===== src/rtl/muldiv_unit_if.sv =====
// muldiv_unit_if
//   Request/response bundle between the EX stage and the RV32M unit.
//
//   Handshake: start is the request valid and !busy is the ready. A request
//   transfers on a rising edge where start=1, busy=0, flush=0 and alucode is
//   an M op. The response is a single-cycle done pulse. result is valid in
//   that cycle and stays stable until the next transfer.
//
//   start    master->slave  op valid
//   alucode  master->slave  6-bit ALU code (MUL..REMU)
//   op1/op2  master->slave  rs1/rs2 values
//   flush    master->slave  abort in-flight op
//   busy     slave->master  op in flight (stall ID/EX)
//   done     slave->master  result valid this cycle
//   result   slave->master  rd value
interface muldiv_unit_if;
  logic        start;
  logic [5:0]  alucode;
  logic [31:0] op1;
  logic [31:0] op2;
  logic        flush;
  logic        busy;
  logic        done;
  logic [31:0] result;

  modport master (
    output start, alucode, op1, op2, flush,
    input  busy, done, result
  );

  modport slave (
    input  start, alucode, op1, op2, flush,
    output busy, done, result
  );
endinterface


===== src/rtl/muldiv_unit.sv =====
// muldiv_unit
//   Multi-cycle RV32M execute unit (MUL/MULH/MULHSU/MULHU/DIV/DIVU/REM/REMU).
//   Multiplies finish MUL_LAT cycles after accept. Divides use a restoring
//   radix-2 loop and finish 34 cycles after accept. A divide by zero or the
//   signed overflow case finishes 1 cycle after accept.
//
//   clk        in   clock, rising edge
//   reset      in   asynchronous, active-low reset
//   bus        slave modport of muldiv_unit_if (start/alucode/op1/op2/flush,
//              busy/done/result)
//   dbg_state  out  current FSM state, for observation only
module muldiv_unit #(
  parameter int MUL_LAT = 2  // legal 1..4
) (
  input  logic            clk,
  input  logic            reset,
  muldiv_unit_if.slave    bus,
  output logic [2:0]      dbg_state
);

  localparam logic [5:0] ALU_MUL    = 6'd20;
  localparam logic [5:0] ALU_MULH   = 6'd21;
  localparam logic [5:0] ALU_MULHSU = 6'd22;
  localparam logic [5:0] ALU_MULHU  = 6'd23;
  localparam logic [5:0] ALU_DIV    = 6'd24;
  localparam logic [5:0] ALU_DIVU   = 6'd25;
  localparam logic [5:0] ALU_REM    = 6'd26;
  localparam logic [5:0] ALU_REMU   = 6'd27;

  localparam logic [2:0] S_IDLE  = 3'd0;
  localparam logic [2:0] S_MUL   = 3'd1;
  localparam logic [2:0] S_DPREP = 3'd2;
  localparam logic [2:0] S_DITER = 3'd3;
  localparam logic [2:0] S_DFIN  = 3'd4;

  logic [2:0]  state;
  logic [4:0]  cnt;
  logic [5:0]  code_q;
  logic [31:0] op_a;
  logic [31:0] op_b;
  logic [31:0] quo;
  logic [31:0] rem;
  logic [31:0] dvs;
  logic        neg_q;
  logic        neg_r;
  logic [31:0] result_q;

  // Decode of the incoming request
  logic is_mul_in;
  logic is_div_in;
  logic accept;
  logic div_zero_in;
  logic div_ovf_in;

  assign is_mul_in   = bus.alucode inside {ALU_MUL, ALU_MULH, ALU_MULHSU, ALU_MULHU};
  assign is_div_in   = bus.alucode inside {ALU_DIV, ALU_DIVU, ALU_REM, ALU_REMU};
  assign accept      = bus.start && (state == S_IDLE) && !bus.flush && (is_mul_in || is_div_in);
  assign div_zero_in = (bus.op2 == 32'h0);
  assign div_ovf_in  = (bus.alucode == ALU_DIV || bus.alucode == ALU_REM) &&
                       (bus.op1 == 32'h8000_0000) && (bus.op2 == 32'hFFFF_FFFF);

  // Multiply: extend both operands to 64 bits. The low 64 bits of the product
  // equal the 33x33 signed product, so one unsigned multiply covers all four ops.
  logic        mul_a_sgn;
  logic        mul_b_sgn;
  logic [63:0] mul_a;
  logic [63:0] mul_b;
  logic [63:0] prod;
  logic [31:0] mul_res;

  assign mul_a_sgn = (code_q == ALU_MULH) || (code_q == ALU_MULHSU);
  assign mul_b_sgn = (code_q == ALU_MULH);
  assign mul_a     = {{32{mul_a_sgn & op_a[31]}}, op_a};
  assign mul_b     = {{32{mul_b_sgn & op_b[31]}}, op_b};
  assign prod      = mul_a * mul_b;
  assign mul_res   = (code_q == ALU_MUL) ? prod[31:0] : prod[63:32];

  // Divide step: shift the next dividend bit into the partial remainder.
  // rem < dvs always holds, so shift < 2*dvs. A borrow (diff[32]) means
  // shift < dvs and the quotient bit is 0.
  logic        signed_div;
  logic [32:0] shift;
  logic [32:0] diff;
  logic        q_bit;
  logic [31:0] q_out;
  logic [31:0] r_out;
  logic [31:0] div_res;

  assign signed_div = (code_q == ALU_DIV) || (code_q == ALU_REM);
  assign shift      = {rem, quo[31]};
  assign diff       = shift - {1'b0, dvs};
  assign q_bit      = ~diff[32];
  assign q_out      = neg_q ? (32'h0 - quo) : quo;
  assign r_out      = neg_r ? (32'h0 - rem) : rem;
  assign div_res    = (code_q == ALU_REM || code_q == ALU_REMU) ? r_out : q_out;

  // Outputs. result shows the finished value during the done cycle and the
  // latched copy afterwards.
  logic        done_c;
  logic [31:0] final_val;

  assign done_c     = ((state == S_MUL) && (cnt == 5'd0)) || (state == S_DFIN);
  assign final_val  = (state == S_MUL) ? mul_res : div_res;
  assign bus.busy   = (state != S_IDLE);
  assign bus.done   = done_c;
  assign bus.result = done_c ? final_val : result_q;
  assign dbg_state  = state;

  always_ff @(posedge clk or negedge reset) begin
    if (!reset) begin
      state    <= S_IDLE;
      cnt      <= 5'd0;
      code_q   <= 6'd0;
      op_a     <= 32'h0;
      op_b     <= 32'h0;
      quo      <= 32'h0;
      rem      <= 32'h0;
      dvs      <= 32'h0;
      neg_q    <= 1'b0;
      neg_r    <= 1'b0;
      result_q <= 32'h0;
    end else begin
      // A done cycle delivers its result even if flush is raised in it.
      if (done_c) result_q <= final_val;

      if (bus.flush) begin
        state <= S_IDLE;
      end else begin
        case (state)
          S_IDLE: begin
            if (accept) begin
              code_q <= bus.alucode;
              op_a   <= bus.op1;
              op_b   <= bus.op2;
              if (is_mul_in) begin
                cnt   <= 5'(MUL_LAT - 1);
                state <= S_MUL;
              end else if (div_zero_in) begin
                quo   <= 32'hFFFF_FFFF;
                rem   <= bus.op1;
                neg_q <= 1'b0;
                neg_r <= 1'b0;
                state <= S_DFIN;
              end else if (div_ovf_in) begin
                quo   <= 32'h8000_0000;
                rem   <= 32'h0;
                neg_q <= 1'b0;
                neg_r <= 1'b0;
                state <= S_DFIN;
              end else begin
                state <= S_DPREP;
              end
            end
          end
          S_MUL: begin
            if (cnt == 5'd0) state <= S_IDLE;
            else             cnt   <= cnt - 5'd1;
          end
          S_DPREP: begin
            // Work on magnitudes and remember the signs for the final fix-up.
            neg_q <= signed_div && (op_a[31] ^ op_b[31]);
            neg_r <= signed_div && op_a[31];
            quo   <= (signed_div && op_a[31]) ? (32'h0 - op_a) : op_a;
            dvs   <= (signed_div && op_b[31]) ? (32'h0 - op_b) : op_b;
            rem   <= 32'h0;
            cnt   <= 5'd31;
            state <= S_DITER;
          end
          S_DITER: begin
            rem <= q_bit ? diff[31:0] : shift[31:0];
            quo <= {quo[30:0], q_bit};
            if (cnt == 5'd0) state <= S_DFIN;
            else             cnt   <= cnt - 5'd1;
          end
          S_DFIN:  state <= S_IDLE;
          default: state <= S_IDLE;
        endcase
      end
    end
  end

endmodule


===== src/flat_wrapper.sv =====
// flat-port wrapper written by rule: the top's interface ports become plain ports
module muldiv_unit_flat 
#(
  parameter int MUL_LAT = 2               
)
  (clk, reset, dbg_state, bus_start, bus_alucode, bus_op1, bus_op2, bus_flush, bus_busy, bus_done, bus_result);
  muldiv_unit_if bus_i ();
  input  logic clk;
  input  logic reset;
  output logic [2:0] dbg_state;
  input wire logic [$bits(bus_i.start)-1:0] bus_start;
  input wire logic [$bits(bus_i.alucode)-1:0] bus_alucode;
  input wire logic [$bits(bus_i.op1)-1:0] bus_op1;
  input wire logic [$bits(bus_i.op2)-1:0] bus_op2;
  input wire logic [$bits(bus_i.flush)-1:0] bus_flush;
  output wire logic [$bits(bus_i.busy)-1:0] bus_busy;
  output wire logic [$bits(bus_i.done)-1:0] bus_done;
  output wire logic [$bits(bus_i.result)-1:0] bus_result;
  assign bus_i.start = bus_start;
  assign bus_i.alucode = bus_alucode;
  assign bus_i.op1 = bus_op1;
  assign bus_i.op2 = bus_op2;
  assign bus_i.flush = bus_flush;
  assign bus_busy = bus_i.busy;
  assign bus_done = bus_i.done;
  assign bus_result = bus_i.result;
  muldiv_unit #(.MUL_LAT(MUL_LAT)) u_core (.clk(clk), .reset(reset), .bus(bus_i), .dbg_state(dbg_state));
endmodule

===== config.mk =====
export PLATFORM = sky130hd
export DESIGN_NAME = muldiv_unit_flat
export DESIGN_NICKNAME = d
export VERILOG_FILES = /design/src/rtl/muldiv_unit_if.sv /design/src/rtl/muldiv_unit.sv /design/src/flat_wrapper.sv
export SDC_FILE = /design/constraint.sdc
export NUM_CORES = 2
export LEC_CHECK = 0
export ABC_AREA = 1
export CORE_ASPECT_RATIO = 1.2
export CORE_MARGIN = 2
export CORE_UTILIZATION = 42
export DETAILED_ROUTE_END_ITERATION = 6
export PLACE_DENSITY = 0.63
export SKIP_LAST_GASP = 1
export SYNTH_ARGS = -nofsm -noshare
export SYNTH_HDL_FRONTEND = slang
export SYNTH_SLANG_ARGS = --single-unit

===== constraint.sdc =====
create_clock -name clk -period 10.7 [get_ports clk]
set_input_delay 2.14 -clock clk [delete_from_list [all_inputs] [get_ports clk]]
set_output_delay 2.14 -clock clk [all_outputs]
set_load 0.02 [all_outputs]

* After elaboration in Yosys (flattened, before gate mapping)
Cells that the tools add are included.
Cells by class: add/sub/neg operators 6, $mul 1, equality and inequality tests 28, muxes and demuxes 37, bitwise operators 5, reduce and logical (&&, ||, !) cells 32
Operators by type and width (number):
- 32-bit two-way mux | 17
- 32-bit case mux with 3 select lines | 2
- 1-bit by 32-bit subtractor with 32-bit output (first input constant) | 4
- 6-bit by 5-bit == test with 1-bit output (second input constant) | 14
- 32-bit == test (second input constant) | 2
- 33-bit by 33-bit multiplier with 64-bit output | 1
- 33-bit by 32-bit subtractor with 33-bit output | 1
- 32-bit logical NOT | 1
- 3-bit two-way mux | 7
- 5-bit two-way mux | 3
- 5-bit case mux with 3 select lines | 1
- 5-bit AND reduction | 3
- 3-bit case mux with 4 select lines | 1
- 1-bit logical AND | 9
- 3-bit nonzero test | 3
- 4-bit nonzero test | 2
- 3-bit by 2-bit == test with 1-bit output (second input constant) | 2
- 1-bit logical OR | 6
- 3-bit by 2-bit inequality test with 1-bit output (second input constant) | 2
- 3-bit AND reduction | 2
- 5-bit logical NOT | 1
- 5-bit by 1-bit subtractor with 5-bit output (second input constant) | 1
- 1-bit two-way mux | 4
- 2-bit by 1-bit inequality test with 1-bit output (second input constant) | 2
- other kinds (14) | 18
Storage, ports and cells: flip-flop bits (word level) 208, input bits 74, output and inout port bits 37, logic and storage cells 120

* Logic depth before layout (Yosys ltp)
depth after elaboration 10, depth in mapped cells 40, depth with buffers taken out 39

* Worst setup path before layout
No wires, ideal clock.
path kind register to output, from register u_core.code_q[5], to output bus_result[23], arrival time 8.158 ns, required time 8.560 ns, slack 0.402 ns, cell stages (with the launch flop) 35, path buffers 0, path through dfrtp_1 inv_1 nand2_1 nor2_1 inv_1 nor2_1 clkinv_1 nor2_1 inv_1 fa_1 fa_1 inv_1 fa_1 inv_1 fa_1 inv_1 fa_1 fa_1 fa_1 inv_1 fa_1 inv_1 ha_1 nand2_1 inv_1 a21oi_1 nand2_1 or2_2 a21oi_1 nand2_1 nand2_1 nand3_1 nand2_1 nand2_1 nand2_1
On the way: cells in the longest elaborated chain, start to end 7, elaborated cells on any way between the ends 14, classes of those cells 1 x mul; 5 x eq/ne; 4 x mux; 2 x bitwise; 2 x reduce/logical
Ends and longest elaborated chain:
- from (decl) | line muldiv_unit.sv:38 | logic [5:0] code_q;
- from (signal assigned) | line muldiv_unit.sv:132 | code_q <= bus.alucode;
- 6-bit by 5-bit == test with 1-bit output (on tied branches) | line muldiv_unit.sv:71, muldiv_unit.sv:72
- 1-bit logical OR | line muldiv_unit.sv:71 | assign mul_a_sgn = (code_q == ALU_MULH) || (code_q == ALU_MULHSU);
- 1-bit bitwise AND | line muldiv_unit.sv:73 | assign mul_a = {{32{mul_a_sgn & op_a[31]}}, op_a};
- 33-bit by 33-bit multiplier with 64-bit output | line muldiv_unit.sv:75 | assign prod = mul_a * mul_b;
- 32-bit two-way mux | line muldiv_unit.sv:76 | assign mul_res = (code_q == ALU_MUL) ? prod[31:0] : prod[63:32];
- 32-bit two-way mux * | line muldiv_unit.sv:103 | assign final_val = (state == S_MUL) ? mul_res : div_res;
- 32-bit two-way mux * | line muldiv_unit.sv:106 | assign bus.result = done_c ? final_val : result_q;
- to (decl) | line flat_wrapper.sv:18 | output wire logic [$bits(bus_i.result)-1:0] bus_result;
Every way passes the cells marked *; elsewhere a longest branch is shown, timed or not.

* Worst setup path in the final report
from register u_core.code_q[3], to output bus_result[16]
Same word-level chain as after synthesis.

==> results by group <==
Run status
  • Status: completed

Setup path
  • Crit path max-delay family: adder cells
  • Slowest cell delay on critical path: 530 ps
  • Crit. path cell count: 42
  • Required time of the critical path: between 8000 and 9000 ps
  • Buf/Inv on CP: 18
  • Setup crit start kind: register
  • Critical path's most frequent cell: fa_1
  • Critical path class: reg -> out
  • Worst setup path start: u_core.code_q[3]$_DFFE_PN0P_
  • Worst R2R Start: u_core.code_q[3]$_DFFE_PN0P_
  • Crit. End Element: primary output
  • Reg2Reg Capture Point: u_core.result_q[30]$_DFF_PN0_
  • CP endpoint: bus_result[16]
  • Slowest cell on the critical path: fa_1
  • CP Max Fanout: 5
  • Worst R2R Path Depth: 40
  • Flop2flop setup slack: ~2900 ps
  • Arrival @ worst endpoint: 8430 ps

CTS
  • CTS tree: done
  • TritonCTS buffer count: 26
  • H-tree depth: 1
  • Clk Latency, worst-skew pair: 610 ps
  • Max Buffers Root-to-Sink: 3
  • Clk root buf: clkbuf_16
  • CTS sink count: between 200 and 250
  • Clk slew on worst S/H paths: 60 ps
  • # hold bufs at CTS: 0

Placed design
  • DP Wirelength: 169700 um
  • # placed instances: 9418
  • Cell Area, Placed: 0.06122 mm2
  • Port Buffers: 110
  • GP Congestion: 1.025

Floorplanning
  • Core region area: about 0.13 mm2
  • Initial Utilization: between 40 and 50%
  • Die W: 335.9 um
  • Die Area: 0.1351 mm2
  • Die H: 402.3 um
  • # rows: ~150
  • Ports: between 100 and 150

Synth
  • Yosys warning total: 0
  • Number of enable flip-flop cells after synthesis: 0
  • Post-Syn Nets: roughly 9000
  • Flops & latches, synth: 208
  • Leading cell types by count after synthesis: nand2_1, inv_1, fa_1
  • Post-synth top area share: 40.61%
  • Avg Cell Area, Syn: ~7.4 um2
  • Cells after synthesis: 7538
  • Sequential-to-total area share from yosys stat: 9.376%
  • Most numerous cell in the Yosys netlist: nand2_1
  • Post-synth top area cell: fa_1
  • Top_reg_cell synth: dfrtp_1
  • Area contributors post-synth: fa_1, nand2_1, inv_1
  • Library cells used by synthesis: 50
  • Async SR Flop Fraction: 100.0%
  • Synth Cell Area: about 0.056 mm2

STA
  • Tcrit/Tclk final: just under 100%
  • Final hold vios: 0
  • RSZ-0062 raised after global routing: yes
  • Fin Hold WS: 477.5 ps
  • Worst Tran Pin Value: 1130 ps
  • Fin. max-slew vios: 0
  • Setup Skew: 36.14 ps
  • Worst slew margin: 24.22%
  • Min cycle time layout: 10570 ps
  • Fmax: 94.57 MHz
  • Final setup viols: 0

Drt
  • Initial DRC count: between 3000 and 4000
  • DR vias/cell: 5.220
  • Post-route ant nets: 0
  • Final WL: 202000 um
  • Routed vias: 49639
  • Drt first pass iters: 6
  • Drt wl/cell: about 21 um
  • # DRC: 0

Cells and area
  • Post-Layout Cell Count: ~9500
  • Layout cells sized above 1: between 10% and 20%
  • Synthesis-to-layout area growth: 16.16%
  • Final instance area: 0.06449 mm2
  • Number of fill cells: ~13000
  • Final net count: 9235

Global route
  • Largest net degree at the start of global routing: 95
  • GRT overflow: 0
  • Tot GR Track Use: 30.50%
  • First-pass GRT wire length: 311000 um
  • Vias in the first global route: between 50000 and 60000
  • Initial antenna violation count: 5

Run
  • Number of max-cap violations: 0

Min path
  • Hold Path Class: reg -> reg
==> area by class of cell <==
type                            instances  area, um2  area share [%]
Tap cell                             1702       2130           3.302
Multi-Input combinational cell       5022      43540           67.52
Clock buffer                           29      681.9           1.057
Antenna cell                            3      7.507         0.01164
Sequential cell                       208       5223           8.099
Inverter                             1957       7361           11.41
Timing Repair Buffer                  569       5361           8.314
Clock inverter                         19      183.9          0.2852
==> tightest hold or removal path, stage by stage (launching register included) <==
cell and delay, ps:
dfrtp_1 320, nand2_1 50, nand2_1 70
==> placed cells by master (no fill, tap or decap), drive strengths merged, types with 10 or more instances in the layout <==
master	count
inv	1961
clkdlybuf4s50	77
nand4	56
xor2	50
o211ai	17
nor4	17
o21ai	286
xnor2	19
nor2	478
ha	251
nor3	53
buf	487
o21bai	31
clkbuf	33
fa	1126
nand3	322
nand2	1951
dfrtp	208
a31oi	30
a21oi	270
nand3b	11
a21o	10
==> cells by family after synthesis <==
| logic type | share of synthesized area, % |
|---|---|
| xor+xnor | 1.089 |
| compound gates | 6.487 |
| flops | 9.376 |
| buf+inv | 15.69 |
| simple gates | 21.10 |
| fa+ha+maj | 46.26 |
==> registers in the layout, indices dropped and copies added, names as in the netlist <==
signal,flops
u_core.code_q,6
u_core.dbg_state,3
u_core.op_b,32
u_core.quo,32
u_core.op_a,32
u_core.neg_q,1
u_core.cnt,5
u_core.neg_r,1
u_core.result_q,32
u_core.rem,32
u_core.dvs,32
==> worst min path at each step <==
stage | startpoint | to | cells after the start
2_1_floorplan | u_core.code_q[4]$_DFFE_PN0P_ | u_core.code_q[4]$_DFFE_PN0P_ | 1
3_3_place_gp | u_core.code_q[4]$_DFFE_PN0P_ | u_core.code_q[4]$_DFFE_PN0P_ | 1
3_5_place_dp | u_core.result_q[14]$_DFF_PN0_ | u_core.result_q[14]$_DFF_PN0_ | 2
4_1_cts | u_core.result_q[21]$_DFF_PN0_ | u_core.result_q[21]$_DFF_PN0_ | 2
5_1_grt | u_core.result_q[9]$_DFF_PN0_ | u_core.result_q[9]$_DFF_PN0_ | 2
6_report | u_core.result_q[19]$_DFF_PN0_ | u_core.result_q[19]$_DFF_PN0_ | 2
==> per-layer routing <==
metal | vias to the layer above | part of all wire (%) | global-route usage (%)
li1 | 22492 | - | -
met1 | 24937 | 37 | 35.95
met2 | 1673 | 50 | 53.84
met3 | 535 | 5.1 | 2.964
met4 | 2 | 7.5 | 17.87
met5 | - | 0.0064 | 0
==> per-stage QoR <==
stage	worst slack, ps	TNS, ps	util (%)
after global routing	-249.7	-4017	49.02
final	126.1	0	49.03
after global placement	-361.6	-2125	46.55
after floorplan	402.1	0	-
after detailed placement	-396.1	-3198	46.55
after CTS	-100.7	-675.6	47.54
==> what timing repair did <==
action,in CTS,in global routing
gates cloned,0,1
gates resized for setup,223,517
setup endpoints to repair,32,32
buffers inserted,4,36
pin swaps,14,178
Power is left out: the tool's default activity adds up to more than one toggle a clock period on the data nets, which glitch-free logic cannot reach.
